**src/rtl/mips_ctrl_pkg.sv**
```systemverilog
// Shared constants for the MIPS multicycle controller.
// MIPS_CTRL_TRAP_EN adds the TRAP state encoding.
package mips_ctrl_pkg;

  localparam int ALUOP_W_DEF  = 4;
  localparam int REGDST_W_DEF = 2;

  localparam logic [5:0] OP_RTYPE = 6'h00;
  localparam logic [5:0] OP_J     = 6'h02;
  localparam logic [5:0] OP_JAL   = 6'h03;
  localparam logic [5:0] OP_BEQ   = 6'h04;
  localparam logic [5:0] OP_BNE   = 6'h05;
  localparam logic [5:0] OP_ADDI  = 6'h08;
  localparam logic [5:0] OP_ADDIU = 6'h09;
  localparam logic [5:0] OP_SLTI  = 6'h0A;
  localparam logic [5:0] OP_ANDI  = 6'h0C;
  localparam logic [5:0] OP_ORI   = 6'h0D;
  localparam logic [5:0] OP_LW    = 6'h23;
  localparam logic [5:0] OP_SW    = 6'h2B;

  localparam logic [5:0] F_SLL  = 6'h00;
  localparam logic [5:0] F_SRL  = 6'h02;
  localparam logic [5:0] F_SRA  = 6'h03;
  localparam logic [5:0] F_JR   = 6'h08;
  localparam logic [5:0] F_ADD  = 6'h20;
  localparam logic [5:0] F_ADDU = 6'h21;
  localparam logic [5:0] F_SUB  = 6'h22;
  localparam logic [5:0] F_SUBU = 6'h23;
  localparam logic [5:0] F_AND  = 6'h24;
  localparam logic [5:0] F_OR   = 6'h25;
  localparam logic [5:0] F_NOR  = 6'h27;
  localparam logic [5:0] F_SLT  = 6'h2A;

  localparam logic [ALUOP_W_DEF-1:0] ALU_SLL = 4'h0;
  localparam logic [ALUOP_W_DEF-1:0] ALU_SRL = 4'h2;
  localparam logic [ALUOP_W_DEF-1:0] ALU_SRA = 4'h3;
  localparam logic [ALUOP_W_DEF-1:0] ALU_SLT = 4'h5;
  localparam logic [ALUOP_W_DEF-1:0] ALU_SUB = 4'hA;
  localparam logic [ALUOP_W_DEF-1:0] ALU_ADD = 4'hB;
  localparam logic [ALUOP_W_DEF-1:0] ALU_AND = 4'hC;
  localparam logic [ALUOP_W_DEF-1:0] ALU_OR  = 4'hD;
  localparam logic [ALUOP_W_DEF-1:0] ALU_NOR = 4'hF;

  localparam logic [REGDST_W_DEF-1:0] RD_RT = 2'd0;
  localparam logic [REGDST_W_DEF-1:0] RD_RD = 2'd1;
  localparam logic [REGDST_W_DEF-1:0] RD_RA = 2'd2;

  typedef enum logic [2:0] {
    S_FETCH  = 3'd0,
    S_DECODE = 3'd1,
    S_EXEC   = 3'd2,
    S_MEM    = 3'd3,
    S_WB     = 3'd4
`ifdef MIPS_CTRL_TRAP_EN
    , S_TRAP = 3'd5
`endif
  } state_t;

  function automatic logic op_legal(input logic [5:0] op);
    return op inside {OP_RTYPE, OP_J, OP_JAL, OP_BEQ,
                      OP_BNE, OP_ADDI, OP_ADDIU, OP_SLTI,
                      OP_ANDI, OP_ORI, OP_LW, OP_SW};
  endfunction

  function automatic logic func_legal(input logic [5:0] f);
    return f inside {F_SLL, F_SRL, F_SRA, F_JR, F_ADD,
                     F_ADDU, F_SUB, F_SUBU, F_AND, F_OR,
                     F_NOR, F_SLT};
  endfunction

endpackage

```
**src/rtl/mips_alu_decode.sv**
```systemverilog
// ALU control decode: latched opcode/func to ALU code,
// operand source and immediate extension mode.
module mips_alu_decode
  import mips_ctrl_pkg::*;
(
  input  logic [5:0]             op,
  input  logic [5:0]             func,
  output logic [ALUOP_W_DEF-1:0] code,
  output logic                   alusrc,
  output logic                   zext
);

  logic [ALUOP_W_DEF-1:0] rcode;

  always_comb begin
    rcode = ALU_SLL;
    unique case (func)
      F_ADD, F_ADDU: rcode = ALU_ADD;
      F_SUB, F_SUBU: rcode = ALU_SUB;
      F_AND:         rcode = ALU_AND;
      F_OR:          rcode = ALU_OR;
      F_NOR:         rcode = ALU_NOR;
      F_SLT:         rcode = ALU_SLT;
      F_SRL:         rcode = ALU_SRL;
      F_SRA:         rcode = ALU_SRA;
      default:       rcode = ALU_SLL;
    endcase
  end

  always_comb begin
    code   = ALU_SLL;
    alusrc = 1'b0;
    zext   = 1'b0;
    unique case (1'b1)
      (op == OP_RTYPE): code = rcode;
      (op == OP_ADDI), (op == OP_ADDIU),
      (op == OP_LW), (op == OP_SW): begin
        code   = ALU_ADD;
        alusrc = 1'b1;
      end
      (op == OP_SLTI): begin
        code   = ALU_SLT;
        alusrc = 1'b1;
      end
      (op == OP_ANDI): begin
        code   = ALU_AND;
        alusrc = 1'b1;
        zext   = 1'b1;
      end
      (op == OP_ORI): begin
        code   = ALU_OR;
        alusrc = 1'b1;
        zext   = 1'b1;
      end
      (op == OP_BEQ), (op == OP_BNE): code = ALU_SUB;
      default: ;
    endcase
  end

endmodule

```
**src/rtl/mips_multicycle_ctrl.sv**
```systemverilog
// Multicycle MIPS control FSM with imem/dmem wait states.
// MIPS_CTRL_TRAP_EN: illegal instructions park in TRAP.
module mips_multicycle_ctrl
  import mips_ctrl_pkg::*;
#(
  parameter int ALUOP_W  = 4,
  parameter int REGDST_W = 2
) (
  input  logic                clk,
  input  logic                rst_n,
  input  logic [31:0]         instr,
  input  logic                imem_ready,
  input  logic                dmem_ready,
  output logic                imem_req,
  output logic                ir_write,
  output logic                pc_write,
  output logic                branch,
  output logic                branch_ne,
  output logic                jump,
  output logic                jump_reg,
  output logic [ALUOP_W-1:0]  aluop,
  output logic                alusrc,
  output logic                zext,
  output logic [REGDST_W-1:0] regdst,
  output logic                memtoreg,
  output logic                regwrite,
  output logic                readmem,
  output logic                writemem,
`ifdef MIPS_CTRL_TRAP_EN
  output logic                illegal_instr,
`endif
  output logic [2:0]          state_o
);

  state_t     state;
  logic [5:0] op_q;
  logic [5:0] func_q;
  logic       req_q;

  logic [ALUOP_W_DEF-1:0] alu_code;
  logic                   dec_alusrc;
  logic                   dec_zext;

  logic fetch_go;
  logic is_rtype, is_jr, is_ralu, is_imm;
  logic is_lw, is_sw, is_beq, is_bne;
  logic is_j, is_jal;
  logic unused_instr;

  assign unused_instr = ^instr[25:6];

  // req_q marks the first cycle after reset release as idle
  assign fetch_go = (state == S_FETCH) & req_q & imem_ready;

  assign is_rtype = (op_q == OP_RTYPE);
  assign is_jr    = is_rtype & (func_q == F_JR);
  assign is_ralu  = is_rtype & ~is_jr;
  assign is_imm   = op_q inside {OP_ADDI, OP_ADDIU,
                                 OP_SLTI, OP_ANDI,
                                 OP_ORI};
  assign is_lw    = (op_q == OP_LW);
  assign is_sw    = (op_q == OP_SW);
  assign is_beq   = (op_q == OP_BEQ);
  assign is_bne   = (op_q == OP_BNE);
  assign is_j     = (op_q == OP_J);
  assign is_jal   = (op_q == OP_JAL);

  mips_alu_decode u_alu_decode (
    .op     (op_q),
    .func   (func_q),
    .code   (alu_code),
    .alusrc (dec_alusrc),
    .zext   (dec_zext)
  );

  always_ff @(posedge clk or negedge rst_n) begin
    if (!rst_n) begin
      state  <= S_FETCH;
      op_q   <= 6'd0;
      func_q <= 6'd0;
      req_q  <= 1'b0;
    end else begin
      req_q <= 1'b1;
      unique case (state)
        S_FETCH: begin
          if (fetch_go) begin
            op_q   <= instr[31:26];
            func_q <= instr[5:0];
            state  <= S_DECODE;
          end
        end
        S_DECODE: begin
`ifdef MIPS_CTRL_TRAP_EN
          if (!op_legal(op_q) ||
              (is_rtype && !func_legal(func_q)))
            state <= S_TRAP;
          else
            state <= S_EXEC;
`else
          state <= S_EXEC;
`endif
        end
        S_EXEC: begin
          unique case (1'b1)
            (is_lw | is_sw):     state <= S_MEM;
            (is_ralu | is_imm):  state <= S_WB;
            default:             state <= S_FETCH;
          endcase
        end
        S_MEM: begin
          if (dmem_ready)
            state <= is_lw ? S_WB : S_FETCH;
        end
        S_WB: state <= S_FETCH;
`ifdef MIPS_CTRL_TRAP_EN
        S_TRAP: state <= S_TRAP;
`endif
        default: state <= S_FETCH;
      endcase
    end
  end

  always_comb begin
    imem_req  = 1'b0;
    ir_write  = 1'b0;
    pc_write  = 1'b0;
    branch    = 1'b0;
    branch_ne = 1'b0;
    jump      = 1'b0;
    jump_reg  = 1'b0;
    aluop     = '0;
    alusrc    = 1'b0;
    zext      = 1'b0;
    regdst    = REGDST_W'(RD_RT);
    memtoreg  = 1'b0;
    regwrite  = 1'b0;
    readmem   = 1'b0;
    writemem  = 1'b0;
`ifdef MIPS_CTRL_TRAP_EN
    illegal_instr = 1'b0;
`endif
    unique case (state)
      S_FETCH: begin
        imem_req = req_q;
        ir_write = fetch_go;
        pc_write = fetch_go;
      end
      S_DECODE: ;
      S_EXEC: begin
        aluop     = ALUOP_W'(alu_code);
        alusrc    = dec_alusrc;
        zext      = dec_zext;
        branch    = is_beq;
        branch_ne = is_bne;
        jump      = is_j | is_jal;
        jump_reg  = is_jr;
        if (is_jal) begin
          regwrite = 1'b1;
          regdst   = REGDST_W'(RD_RA);
        end
      end
      S_MEM: begin
        readmem  = is_lw;
        writemem = is_sw;
      end
      S_WB: begin
        regwrite = 1'b1;
        memtoreg = is_lw;
        regdst   = is_ralu ? REGDST_W'(RD_RD)
                           : REGDST_W'(RD_RT);
      end
`ifdef MIPS_CTRL_TRAP_EN
      S_TRAP: illegal_instr = 1'b1;
`endif
      default: ;
    endcase
  end

  assign state_o = state;

endmodule
```
**config.mk**
```make
export PLATFORM = sky130hd
export DESIGN_NAME = mips_multicycle_ctrl
export DESIGN_NICKNAME = d
export VERILOG_FILES = /design/src/rtl/mips_ctrl_pkg.sv /design/src/rtl/mips_alu_decode.sv /design/src/rtl/mips_multicycle_ctrl.sv
export SDC_FILE = /design/constraint.sdc
export NUM_CORES = 1
export LEC_CHECK = 0
export CORE_UTILIZATION = 35
export DETAILED_ROUTE_END_ITERATION = 7
export PLACE_DENSITY = 0.67
export RECOVER_POWER = 25
export SYNTH_ARGS = -nofsm -noshare
export SYNTH_HDL_FRONTEND = slang
export SYNTH_SLANG_ARGS = --single-unit
```
**constraint.sdc**
```tcl
create_clock -name clk -period 2.5 [get_ports clk]
set_input_delay 0.5 -clock clk [delete_from_list [all_inputs] [get_ports clk]]
set_output_delay 0.5 -clock clk [all_outputs]
set_load 0.01 [all_outputs]
```
== Yosys cells after proc, flatten, opt, wreduce, memory -nomap -nowiden ==
Index checks and enable logic that the tools add are counted.

* Word-level logic and storage cells: 77
* Output and inout port bits: 22
* Flip-flop bits (word level): 16
* Input bits: 36

* Eq/ne operators: 28
* Muxes and demuxes: 26
* Bitwise logic cells: 8
* Reductions and logical operators: 11

{| class="wikitable"
|+ Operators by type and width
! kind !! count
|-
| 6-bit equality test, second input constant || 10
|-
| 6-bit by 4-bit equality test with 1-bit output, second input constant || 6
|-
| 4-bit one-hot mux with 8 select lines || 1
|-
| 6-bit by 2-bit equality test with 1-bit output, second input constant || 4
|-
| 4-bit one-hot mux with 6 select lines || 1
|-
| 1-bit 2-to-1 mux || 15
|-
| 6-bit by 3-bit equality test with 1-bit output, second input constant || 2
|-
| 3-bit one-hot mux with 4 select lines || 1
|-
| 3-bit 2-to-1 mux || 3
|-
| 2-bit OR reduction || 4
|-
| 7-bit OR reduction || 1
|-
| 3-bit by 2-bit equality test with 1-bit output, second input constant || 2
|-
| 6-bit zero test || 1
|-
| 3-bit one-hot mux with 2 select lines || 1
|-
| 5-bit nonzero test || 1
|-
| 1-bit bitwise AND || 4
|-
| 4-bit 2-to-1 mux || 1
|-
| 2-bit inequality test, second input constant || 2
|-
| 2-bit one-hot mux with 2 select lines || 1
|-
| 2-bit AND reduction || 2
|-
| 4-bit OR reduction || 1
|-
| 3-bit by 1-bit equality test with 1-bit output, second input constant || 1
|-
| 3-bit equality test, second input constant || 1
|-
| 3-bit zero test || 1
|-
| 4 further kinds || 6
|}

== Logic depth before layout (Yosys ltp) ==
Gate-level depths: netlist of the first run.

* Depth after elaboration: 7
* Gate-level depth with buffers: 6
* Depth with buffers taken out: 4

== Modules after synthesis ==
Synthesis of the first run repeated with hierarchy kept, for this count alone.

* Cells, all modules: 126
* Area, all modules: 1,198.6 µm²

{| class="wikitable"
|+ By module, submodules not included
! module !! area each (µm²) !! sequential area each (µm²) !! instances !! cells each
|-
| mips_multicycle_ctrl || 952.2 || 400.4 || 1 || 86
|-
| mips_alu_decode || 246.5 || 0.0 || 1 || 40
|}

== Worst setup path after synthesis of the first run ==
OpenSTA, ideal clock, no wires.

* Path kind: register to output
* Start point: register state[0] (netlist: state_o[0])
* End point: output port branch
* Buffers on the path: 1
* Arrival time: 1,731 ps
* Required time: 2,000 ps
* Path slack: 269 ps
* Stages on the path, launching flop included: 5
* Cell sequence: dfrtp_1 > buf_6 > or3b_2 > nand2b_1 > nor4b_1

* Word-level cells in the longest chain between the ends: 2

{| class="wikitable"
|+ RTL lines
! element !! RTL line !! source
|-
| from (decl) || mips_multicycle_ctrl.sv:35 || <nowiki>state_t state;</nowiki>
|-
| from (signal assigned) || mips_multicycle_ctrl.sv:112 || <nowiki>state <= is_lw ? S_WB : S_FETCH;</nowiki>
|-
| 3-bit by 2-bit equality test with 1-bit output || mips_multicycle_ctrl.sv:142 || <nowiki>unique case (state)</nowiki>
|-
| 1-bit 2-to-1 mux || mips_multicycle_ctrl.sv:142 ||
|-
| to (decl) || mips_multicycle_ctrl.sv:17 || <nowiki>output logic branch,</nowiki>
|}

Every way passes these cells.

== Worst setup path after layout of the first run ==
* Start point: register state[0] (netlist: state_o[0])
* End point: output port aluop[3]

* Word-level cells in the longest chain between the ends: 2

{| class="wikitable"
|+ RTL lines
! element !! RTL line !! source
|-
| 3-bit by 2-bit equality test with 1-bit output || mips_multicycle_ctrl.sv:142 ||
|-
| 4-bit 2-to-1 mux || mips_multicycle_ctrl.sv:142 ||
|-
| to (decl) || mips_multicycle_ctrl.sv:21 || <nowiki>output logic [ALUOP_W-1:0] aluop,</nowiki>
|}

Every way passes these cells.

==> impl_metrics.yaml, run 1 <==
cells_and_area:
  fillCellCount: 339
  finalNetCount: 235
  layout-drive-gt1-share_pct: 30.3
  num_antenna_cells: 0
  design_area_um2: 1860
  syn_to_final_growth_pct: 50.8
  fin_util_pct: 55.4
cts:
  clk_pin_slew_ns: 0.08
  clk-insertion-delay-late_ns: 0.27
  cts_hold_buf: 0
  cts.sinks: 16
  clk_path_buf_depth: 2
  cts_made_buffers: 3
  cts-root-buf: "clkbuf_4"
  htree_num_levels: 1
  cts_tree: "built"
timing:
  slew_headroom_pct: 49.9
  finalSetupTns_ns: 0
  period_needed_ns: 2.45
  period_share_pct: 98.1
  timing.fmax_mhz: 408
  hold_viol: 0
  setup_ws_ns: 0.0476
  slew_viol_final: 0
  skew_ns: 0.00183
  setup_viol: 0
  worst_pin_slew_ns: 0.749
placement:
  place.gp.congestion: 0.812
  place_area_um2: 1770
  port_buffers: 37
  pre_cts_slack_ns: -0.0970
  hpwl_um: 2600
synthesis:
  synth_xor_area_share_pct: 0.709
  syn_area_um2: 1240
  synth_fa_ha_area_share_pct: 0
  synth_edf_count: 0
  synthArstFlopShare_pct: 100
  yosysUniqueCellTypes: 48
  syn_avg_cell_area_um2: 8.58
  synth.mux.area_fraction_pct: 6.38
  synth_top_family_by_area: "simple AND/OR/NAND/NOR gates"
  ys_seq_area_share_pct: 32.4
  synth-seq-cells: 16
  synthFlopType: "dfrtp_1"
  syn_nets: 180
  yosysWarnings: 0
  synth_compound_area_share_pct: 20.7
  postSynthCellCount: 144
  synth-simple-area-share_pct: 30.3
worst_setup_path:
  crit_end: "aluop[3]"
  cp-end-kind: "output pin"
  crit_fanout: 5
  cp-startpoint: "state_o[0]"
  r2r-start: "state_o[0]"
  critPathKind: "register to output pin"
  r2r-end: "state_o[2]"
  crit_chain: "or3b_2 > or2_4 > a211oi_1 > clkdlybuf4s15_2"
  cpPeakStageDelay_ns: 0.52
  reg2reg_depth: 6
  required_ns: 2.00
  cp-start-kind: "register"
  crit_slowest_cell: "or3b_2"
  regToRegSetupSlack_ns: 0.78
  cp.arrival_ns: 1.95
pwr:
  totalPowerFinal_mw: 1.20
  pwr-share-comb_pct: 54.5
  p_int_mw: 0.733
  p_leak_nw: 0.852
  p_sw_mw: 0.471
  ir_drop_uv: 460
  p_sw_share_pct: 39.1
  p_per_area_nw_per_um2: 646
  p_seq_share_pct: 32.1
  power_frac_clock_pct: 13.4
die:
  start_util_pct: 36.8
  fp.dieArea_um2: 3770
  coreArea_um2: 3360
  placementRows: 21
  io_pins: 58
  die_w_um: 61.4
  fp.dieH_um: 61.4
run_status:
  status: "complete, no violations"
grt:
  antenna_found_initial: 0
  grt_max_degree: 17
  grt_use_total_pct: 19.0
  grt_pass1_wl_um: 5450
  gr-total-overflow: 0
  grt_pass1_vias: 1258
drt:
  vias_per_cell: 5.18
  dr.pass1.iters: 4
  postRouteAntennaNets: 0
  drtIter0Drc: 47
  vias: 1265
  routedWlPerCell_um: 13.6
  drcViolationCount: 0
  wl_um: 3310
job:
  drv_cap: 0
min_path:
  min-delay-path-class: "register to register"
flip-flops by register name, summed over array words and instances, names as in the netlist:
| signal | cells |
|---|---|
| op_q | 6 |
| state_o | 3 |
| func_q | 6 |
| req_q | 1 |
layout make-up:
class / instances / area [um2] / area share (%)
Inverter: 8 / 30.0 / 1.61
Timing Repair Buffer: 63 / 549 / 29.5
Tap cell: 46 / 57.6 / 3.09
Multi-Input combinational cell: 107 / 790 / 42.3
Sequential cell: 16 / 402 / 21.5
Clock buffer: 4 / 36.3 / 1.95
routing by layer:
metal	GRT usage (%)	up-vias	wire, um
met4	5.40	0	20
met5	0	-	0
li1	-	633	-
met3	1.26	2	92
met2	33.5	30	1670
met1	25.3	600	1540
how the worst min path moves through the flow:
stage	from	to	slack [ns]	cells after the start
2_1_floorplan	rst_n	func_q[0]	0.20	0
3_3_place_gp	func_q[4]	func_q[4]	0.55	1
3_5_place_dp	func_q[4]	func_q[4]	0.55	1
4_1_cts	state_o[2]	state_o[1]	0.62	2
5_1_grt	op_q[2]	op_q[2]	0.62	1
6_report	op_q[2]	op_q[2]	0.60	1
cells in the mapped netlist, drive strengths merged (5+ instances only):
| cell | instances | area, um2 |
|---|---|---|
| nor4 | 5 | 31.3 |
| inv | 8 | 30.0 |
| nor2b | 7 | 43.8 |
| nand3 | 8 | 40.0 |
| o21ai | 10 | 50.1 |
| nor2 | 11 | 48.8 |
| a21oi | 7 | 35.0 |
| buf | 12 | 80.1 |
| mux2 | 7 | 78.8 |
| nand2b | 7 | 43.8 |
| dfrtp | 16 | 400 |
| nand2 | 8 | 37.5 |
metrics by stage:
stage	std cells	hold slack, ns
floorplan	144	0.204
global placement	239	0.546
detailed placement	239	0.548
CTS	244	0.624
global route	244	0.622
finish	244	0.597
worst max-delay path, delay by kind of cell, from the launching register on:
family / cells / cell delay [ns]
compound gates: 1 / 0.20
buf+inv: 1 / 0.26
flops: 1 / 0.41
simple gates: 2 / 0.80
layout by cell type, fill, tap and decap left out, types with 2 or more instances in the layout:
cell	n
inv_1	8
mux2_2	7
clkdlybuf4s50_1	18
nand2_1	7
nor4_4	2
buf_2	4
nor4b_1	2
nor2_1	8
nand3_1	8
a211oi_1	2
or3b_2	2
nand2b_1	6
a21oi_1	6
nor2b_1	7
a221oi_2	3
nor4_1	2
o21ai_0	10
dfrtp_1	15
buf_4	25
clkbuf_4	3
dlygate4sd2_1	9
nor3_1	3
dlymetal6s2s_1	4
nor2_2	2
timing repair:
item	in CTS	in global routing
buffers inserted	1	0
pin swaps	1	2
gates resized for setup	34	12
setup endpoints to repair	16	10
gates cloned	0	0
power groups by stage:
stage                     Clock (mW)  Combinational, mW  Sequential [mW]
after floorplan                    0              0.380            0.369
after global placement             0              0.589            0.372
after detailed placement           0              0.608            0.377
after CTS                      0.169              0.642            0.384
after global routing           0.182              0.715            0.395
final                          0.162              0.656            0.386
cell families after synthesis:
kind of cell	after synthesis
other	1
multiplexers	7
flip-flops	16
AND/OR/NAND/NOR	61
buffers and inverters	21
AO/OA/AOI/OAI	37
XOR/XNOR	1
(Power assumes the default switching activity.)
==> run 2, diff against run 1 <==
--- a/config.mk
+++ b/config.mk
@@ -5,6 +5,7 @@
 export SDC_FILE = /design/constraint.sdc
 export NUM_CORES = 1
 export LEC_CHECK = 0
+export CORE_MARGIN = 4
 export CORE_UTILIZATION = 35
 export DETAILED_ROUTE_END_ITERATION = 7
 export PLACE_DENSITY = 0.67
==> run 2 against run 1 <==
Net effect: first-iteration DRC count decreased by 34%; largest cell class unchanged; die area increased by 20%; hold slack got worse by 0.0039 ns; utilization increased by 0.11 points; final cell count increased by 0.41%; critical endpoint is now branch; critical path type unchanged.
==> impl_metrics.yaml, run 2 (synthesized netlist as in run 1, its figures left out) <==
cts:
  cts_made_buffers: 3
  clk_path_buf_depth: 2
  cts-root-buf: "clkbuf_4"
  clk_pin_slew_ns: 0.09
  htree_num_levels: 1
  clk-insertion-delay-late_ns: 0.28
  cts.sinks: 16
  cts_tree: "built"
drt:
  dr.pass1.iters: 4
  routedWlPerCell_um: 13.8
  wl_um: 3370
  vias: 1274
  drcViolationCount: 0
  drtIter0Drc: 31
  vias_per_cell: 5.20
  postRouteAntennaNets: 0
grt:
  antenna_found_initial: 0
  grt_pass1_vias: 1208
  grt_pass1_wl_um: 5450
  grt_use_total_pct: 15.6
  gr-total-overflow: 0
  grt_max_degree: 17
worst_setup_path:
  cp.arrival_ns: 1.88
  critPathBufInv: 1
  required_ns: 2.00
  regToRegSetupSlack_ns: 0.82
  cp-end-kind: "output pin"
  cpPeakStageDelay_ns: 0.51
  crit_family: "simple AND/OR/NAND/NOR gates"
  crit_fanout: 4
  crit_chain: "or3b_2 > nand2b_4 > nor4b_1 > dlygate4sd1_1"
  r2r-end: "state_o[2]"
  crit_slowest_cell: "or3b_2"
  r2r-start: "state_o[1]"
  reg2reg_depth: 6
  cp-start-kind: "register"
  critPathKind: "register to output pin"
  cp-startpoint: "state_o[0]"
pwr:
  p_per_area_nw_per_um2: 647
  totalPowerFinal_mw: 1.21
  p_leak_nw: 0.831
  ir_drop_uv: 374
timing:
  slew_viol_final: 0
  timing.fmax_mhz: 420
  worst_pin_slew_ns: 0.711
  skew_ns: 0.000654
  setup_viol: 0
  hold_viol: 0
  period_share_pct: 95.2
  rsz0062_at_grt: "false"
  period_needed_ns: 2.38
  fin_hold_ws_ns: 0.593
  slew_headroom_pct: 52.5
die:
  fp.dieArea_um2: 4550
  start_util_pct: 36.8
  placementRows: 21
  fp.dieH_um: 67.4
  io_pins: 58
  coreArea_um2: 3360
  die_w_um: 67.4
placement:
  port_buffers: 37
  place.gp.congestion: 0.773
  hpwl_um: 2660
  dp.cells: 238
run_status:
  status: "complete, no violations"
cells_and_area:
  finalNetCount: 236
  num_antenna_cells: 0
  layout-drive-gt1-share_pct: 31.7
  syn_to_final_growth_pct: 51.1
  final_cell_mix: "25 x buf_4, 18 x clkdlybuf4s50_1, 14 x dfrtp_1"
  final_common_cell: "buf_4"
  finalNonFillerCells: 245
job:
  drv_cap: 0
min_path:
  hp-start: "func_q[4]"
  hold_depth: 1
  min-delay-path-class: "register to register"
  hold_end: "func_q[4]"
[run 2: worst register-to-register path, cell delays in order (launching register included)]
cell and delay [ns]:
dfrtp_1 0.40, buf_4 0.18, nor4b_4 0.39, nand2_4 0.07, buf_4 0.18, a221oi_2 0.27
o21a_1 0.14
[run 2: area by class of cell]
class	instances	area [um2]
Inverter	8	30.0
Multi-Input combinational cell	107	788
Sequential cell	16	403
Clock buffer	4	36.3
Fill cell	348	1500
Timing Repair Buffer	64	553
Tap cell	46	57.6
[run 2: what timing repair did]
item,4_1_cts,5_1_grt
setup buffers,0,3
resized for setup,34,17
gates cloned,0,0
hold buffers,0,0
endpoints found under the setup margin,18,12
pin swaps,1,5
[run 2: routing by layer]
metal | track usage, % | vias up | routed length (um)
li1 | - | 637 | -
met1 | 20.1 | 603 | 1590
met2 | 26.9 | 32 | 1660
met3 | 2.66 | 2 | 107
met4 | 3.80 | 0 | 16
met5 | 0 | - | 0
[run 2: worst max path at each step]
| stage | to | slack [ns] | cells after the start |
|---|---|---|---|
| finish | branch | 0.12 | 4 |
| global route | branch | 0.005 | 4 |
| CTS | aluop[0] | -0.006 | 5 |
| detailed placement | aluop[0] | -0.13 | 5 |
| global placement | aluop[1] | -0.01 | 5 |
| floorplan | branch | 0.27 | 4 |
[run 2: stage by stage]
stage	worst slack (ns)	TNS (ns)	util, %	instance area [um2]
floorplan	0.269	0	-	1240
global route	0.00546	0	55.5	1870
global placement	-0.0130	-0.0219	52.3	1760
finish	0.119	0	55.5	1870
CTS	-0.00592	-0.00592	53.9	1810
detailed placement	-0.132	-0.332	52.3	1760
[run 2: where the power goes]
part | internal (mW) | switching, mW
combinational | 0.328 | 0.320
sequential | 0.322 | 0.0732
clock | 0.0886 | 0.0769
